==> src/rtl/if_fetch_stage.sv <==
// if_fetch_stage: single-outstanding instruction fetch with 1-entry skid buffer feeding IF/ID.
// Define FETCH_PERF_CNT_EN to add accepted/dropped response counters.
module if_fetch_stage #(
  parameter logic [31:0] RESET_PC = 32'h0000_0000,
  parameter logic [31:0] INST_NOP = 32'h0000_0013
) (
  input  logic        clk,
  input  logic        rst_n,
  input  logic        fc_flush_btype_flag_i,
  input  logic        fc_flush_jtype_flag_i,
  input  logic        fc_stall_flag_i,
  input  logic [31:0] ex_btype_target_i,
  input  logic [31:0] id_jtype_target_i,
  output logic        if_mem_req_o,
  output logic [31:0] if_mem_addr_o,
  input  logic        if_mem_gnt_i,
  input  logic        if_mem_rvalid_i,
  input  logic [31:0] if_mem_rdata_i,
  output logic [31:0] if_pc_o,
  output logic [31:0] if_inst_o,
  output logic        if_valid_o
`ifdef FETCH_PERF_CNT_EN
  ,
  output logic [31:0] if_fetch_cnt_o,
  output logic [31:0] if_discard_cnt_o
`endif
);
  typedef enum logic [1:0] {IDLE, REQ, WAIT, HOLD} state_t;
  state_t      state, state_n;
  logic [31:0] fetch_pc, pc_n, req_pc, skid_pc, skid_inst, target;
  logic        discard, disc_n, skid_valid, flush, stall, take, rsp, acc, drop;
  assign flush = fc_flush_btype_flag_i | fc_flush_jtype_flag_i;
  assign stall = fc_stall_flag_i;
  assign target = fc_flush_btype_flag_i ? ex_btype_target_i : id_jtype_target_i;
  assign if_mem_req_o = (state == REQ) && !stall;
  assign if_mem_addr_o = fetch_pc & 32'hFFFF_FFFC;
  assign take = if_mem_req_o && if_mem_gnt_i;
  assign rsp = (state == WAIT) && if_mem_rvalid_i;
  assign acc = rsp && !discard && !flush;
  assign drop = rsp && (discard || flush);
  always_comb begin
    state_n = state;
    pc_n = fetch_pc;
    disc_n = discard;
    case (state)
      IDLE: state_n = REQ;
      REQ: if (take) begin
        state_n = WAIT;
        pc_n = fetch_pc + 32'd4;
      end
      WAIT: if (if_mem_rvalid_i) begin
        state_n = (discard || flush || (!stall && !skid_valid)) ? REQ : HOLD;
        disc_n = 1'b0;
      end
      default: state_n = (!skid_valid && !stall) ? REQ : HOLD;
    endcase
    // a redirect kills whatever is in flight; its response must be swallowed
    if (flush) begin
      pc_n = target;
      state_n = (state == HOLD) ? REQ : state_n;
      disc_n = ((state == WAIT) && !if_mem_rvalid_i) || take;
    end
  end
  always_ff @(posedge clk) begin
    if (!rst_n) begin
      state <= IDLE;
      fetch_pc <= RESET_PC;
      req_pc <= 32'h0;
      discard <= 1'b0;
      skid_valid <= 1'b0;
      skid_pc <= 32'h0;
      skid_inst <= INST_NOP;
      if_valid_o <= 1'b0;
      if_pc_o <= 32'h0;
      if_inst_o <= INST_NOP;
    end else begin
      state <= state_n;
      fetch_pc <= pc_n;
      discard <= disc_n;
      if (take) req_pc <= if_mem_addr_o;
      if (flush) begin
        if_valid_o <= 1'b0;
        if_pc_o <= 32'h0;
        if_inst_o <= INST_NOP;
        skid_valid <= 1'b0;
      end else begin
        if (!stall) begin
          if_valid_o <= skid_valid || acc;
          if_pc_o <= skid_valid ? skid_pc : acc ? req_pc : 32'h0;
          if_inst_o <= skid_valid ? skid_inst : acc ? if_mem_rdata_i : INST_NOP;
        end
        if (acc && (stall || skid_valid)) begin
          skid_valid <= 1'b1;
          skid_pc <= req_pc;
          skid_inst <= if_mem_rdata_i;
        end else if (!stall) skid_valid <= 1'b0;
      end
    end
  end
`ifdef FETCH_PERF_CNT_EN
  always_ff @(posedge clk) begin
    if (!rst_n) begin
      if_fetch_cnt_o <= 32'h0;
      if_discard_cnt_o <= 32'h0;
    end else begin
      if (acc) if_fetch_cnt_o <= if_fetch_cnt_o + 32'd1;
      if (drop) if_discard_cnt_o <= if_discard_cnt_o + 32'd1;
    end
  end
`endif
endmodule
==> config.mk <==
export PLATFORM = sky130hd
export DESIGN_NAME = if_fetch_stage
export DESIGN_NICKNAME = d
export VERILOG_FILES = /design/src/rtl/if_fetch_stage.sv
export SDC_FILE = /design/constraint.sdc
export NUM_CORES = 1
export LEC_CHECK = 0
export ABC_AREA = 1
export CORE_MARGIN = 5
export CORE_UTILIZATION = 45
export DETAILED_ROUTE_END_ITERATION = 6
export PLACE_DENSITY = 0.74
export SYNTH_ARGS = -nofsm -noshare
export SYNTH_HDL_FRONTEND = slang
export SYNTH_SLANG_ARGS = --single-unit
==> constraint.sdc <==
create_clock -name clk -period 2.9 [get_ports clk]
set_clock_uncertainty 0.05 [all_clocks]
set_input_delay 0.29 -clock clk [delete_from_list [all_inputs] [get_ports clk]]
set_output_delay 0.29 -clock clk [all_outputs]
set_load 0.02 [all_outputs]
==> summary.txt <==
Min path
  • Hold Startpoint: rst_n
  • WHS Endpoint: state[0]
  • Hold Crit Class: input port to register
  • Hold path cells: 3

Die
  • Core area: 18,100 um2
  • Area of the die: 21,300 um2
  • Cell row count: 49
  • Starting Density: 0.460
  • IO Pins: roughly 200
  • Chip width: 146 um
  • Die height: 146 um

Synthesis
  • Synth Warn #: 0
  • Mapped Cells: roughly 1,200
  • Share of the synthesized area in the top cell type: 0.455
  • Sequential area share after synthesis: 0.455
  • Unique cell type count in the Yosys netlist: 34
  • Synth area leader: dfxtp_1
  • Cell with the most instances after synthesis: nand2_1
  • Synth cell count leaders: nand2_1 (235), dfxtp_1 (189), a21oi_1 (185), nor2_1 (185), o21ai_0 (167)
  • Synth area leaders: dfxtp_1 (46%), a21oi_1 (11%), nand2_1 (11%)
  • Fraction of registers with async set/reset: 0
  • Main flop type after synthesis: dfxtp_1
  • Mapped cell area: 8310 um2
  • Flops & latches, synth: 189
  • Post-synth EDFFs: 0
  • Syn avg cell area: 7.03 um2

CTS
  • Post-cts hold buffer count: 0
  • Post-CTS Setup Inserts: 0
  • CTS buffer count: 17
  • Root buf cell: clkbuf_16
  • Worst-path clk slew: 70 ps
  • Clock Tree Buf Depth: 2
  • CTS H-Tree Depth: 4
  • Clk sink count: roughly 190
  • CTS tree: yes
  • Post-CTS resize count: 0
  • Clk Latency, worst-skew pair: 420 ps

STA
  • Tightest Pin Transition: 912 ps
  • RSZ-0062 raised after global routing: false
  • Tmin final: between 2000 and 2500 ps
  • Hold Vio Cnt, Final: 0
  • Period Utilization, post-route: 0.717
  • Final setup vio count: 0
  • Max Clock Freq: a little under 500 MHz
  • Sum of negative setup slack: 0 ps
  • Slew headroom: 0.392
  • Final Max Slew Viols: 0

Global routing
  • Top Usage Layer GRT: met2
  • M2 GR Usage: 0.362
  • Largest net degree at the start of global routing: slightly above 100
  • Initial antenna violation count: 1
  • Via count of the first global-routing pass: 7,737
  • Grt total ovfl: 0
  • Met1 Use GR: 0.304
  • First-pass GRT wire length: 40.1 mm
  • Met3 usage: 0.0626
  • GR Util All Layers: 0.228

Placed design
  • Final Wtd Congestion: around 0.94
  • Detailed placer's ending HPWL: 16.9 mm
  • Port-buffer cells: 192

Power
  • PD cells: 538 nW/um2
  • Maximum vdd ir drop: 0.465 mV
  • Lkg Pwr: just under 4 nW
  • Total power: 5.88 mW

Setup path
  • CP max stage delay: 350 ps
  • Crit. End Element: register
  • Capturing point of the worst reg2reg path: fetch_pc[24]
  • FF-to-FF setup slack: between 800 and 900 ps
  • FF-to-FF path depth: 7
  • Largest delay contributor family on the critical path: simple AND/OR/NAND/NOR gates
  • Worst path cell trace: nor3_2 > nand2_1 > nand2_1 > buf_4 > o21ai_0 > inv_1 > a21oi_1
  • Worst path arrival time: 2350 ps
  • Startpoint type of the worst setup path: register
  • Required time of the critical path: around 3200 ps
  • Slowest cell on crit path: dfxtp_1
  • R2r startpoint: state[1]
  • Critical path type: register to register
  • Total stage count of the critical path: 7
  • Most common cell on crit path: nand2_1
  • CP Max Fanout: 30
  • Crit path buffers/inverters: 2

Finish
  • Ant. Diodes: 0
  • Area of the multi-input gates: 3970 um2
  • Final #Nets: 1,440
  • FF/Latch Area: roughly 3800 um2
  • # fillers: 1,684
  • Share of layout cells above drive strength 1: 0.0534
  • Area Overhead vs Synth: 31.4%

Run
  • Maxcap violations: 0

Drt
  • Post-route DRC violation count: 0
  • DR WL/cell: 15.8 um
  • Detailed Route Iter0 Violations: between 500 and 600
  • Final ANT Viol Nets: 0
  • Routed WL: 24.9 mm
  • Router iterations before antenna repair: 5
  • Vias per cell: 5.31
  • Via count: 8,373

Outcome
  • Outcome: completed
-- metrics by stage --
stage | cells | instance area, um2 | setup slack [ps] | hold slack (ps) | util
floorplan | 1185 | 8320 | 1220 | 353 | -
global placement | 1546 | 10300 | 568 | 401 | 0.569
detailed placement | 1546 | 10300 | 557 | 406 | 0.569
CTS | 1577 | 10900 | 790 | 290 | 0.604
global route | 1577 | 10900 | 642 | 361 | 0.604
finish | 1577 | 10900 | 820 | 317 | 0.604
-- per-layer routing --
layer | vias up | wire (um)
met3 | 38 | 2380
li1 | 4222 | -
met1 | 3788 | 10700
met5 | - | 13
met4 | 2 | 429
met2 | 323 | 11300
-- flip-flops by register name, indices dropped and copies added (netlist names) --
register / flops
req_pc: 30
state: 2
skid_valid: 1
fetch_pc: 30
skid_inst: 32
if_valid_o: 1
discard: 1
if_pc_o: 30
skid_pc: 30
if_inst_o: 32
-- cell families after synthesis --
logic type	share of synthesized area
other	0.000451
XOR/XNOR	0.00948
AND/OR/NAND/NOR	0.220
buffers and inverters	0.0695
adder cells (fa/ha/maj)	0.00150
flip-flops	0.455
AO/OA/AOI/OAI	0.244
-- tightest hold or removal path: stages --
cell	delay (ps)
buf_2	100
inv_2	200
nor2_1	160
-- worst max path at each step --
| stage | from | to | slack, ps |
|---|---|---|---|
| 2_1_floorplan | fetch_pc[3] | fetch_pc[20] | 1220 |
| 3_3_place_gp | fc_flush_jtype_flag_i | fetch_pc[20] | 570 |
| 3_5_place_dp | fc_flush_jtype_flag_i | fetch_pc[3] | 560 |
| 4_1_cts | state[1] | if_mem_req_o | 790 |
| 5_1_grt | state[0] | fetch_pc[5] | 640 |
| 6_report | state[1] | fetch_pc[24] | 820 |
-- final cells by class --
| type | instances | area share |
|---|---|---|
| Inverter | 51 | 0.0175 |
| Clock buffer | 23 | 0.0456 |
| Timing Repair Buffer | 213 | 0.189 |
| Sequential cell | 189 | 0.346 |
| Tap cell | 229 | 0.0262 |
| Multi-Input combinational cell | 864 | 0.363 |
| Clock inverter | 8 | 0.0118 |
-- cells in the final DEF, fill, tap and decap left out, types with 2 or more instances in the layout --
cell and count:
nand2_1 235, clkdlybuf4s50_1 190, dfxtp_1 188, nor2_1 185, a21oi_1 185, o21ai_0 167, inv_1 45, nand3_1 21
buf_4 21, clkbuf_16 17, o21ai_1 10, a31oi_1 9, xor2_1 6, nor2_4 5, a22o_1 5, a22oi_1 5
clkbuf_8 5, nand2_2 4, inv_2 4, nand3b_1 4, o221ai_1 4, conb_1 4, xnor2_1 3, bufinv_16 3
clkinv_1 2, nor2_2 2, nand4_1 2, o31ai_1 2, clkinv_4 2, buf_2 2
-- report_power, final --
group	total [mW]	internal, mW	switching (mW)	leakage [nW]
clock network	2.45	1.47	0.979	0.306
registers	2.75	2.67	0.0880	1.54
logic	0.675	0.314	0.362	2.10
total	5.88	4.45	1.43	3.94
No activity file was read; power rests on OpenSTA's default activity.
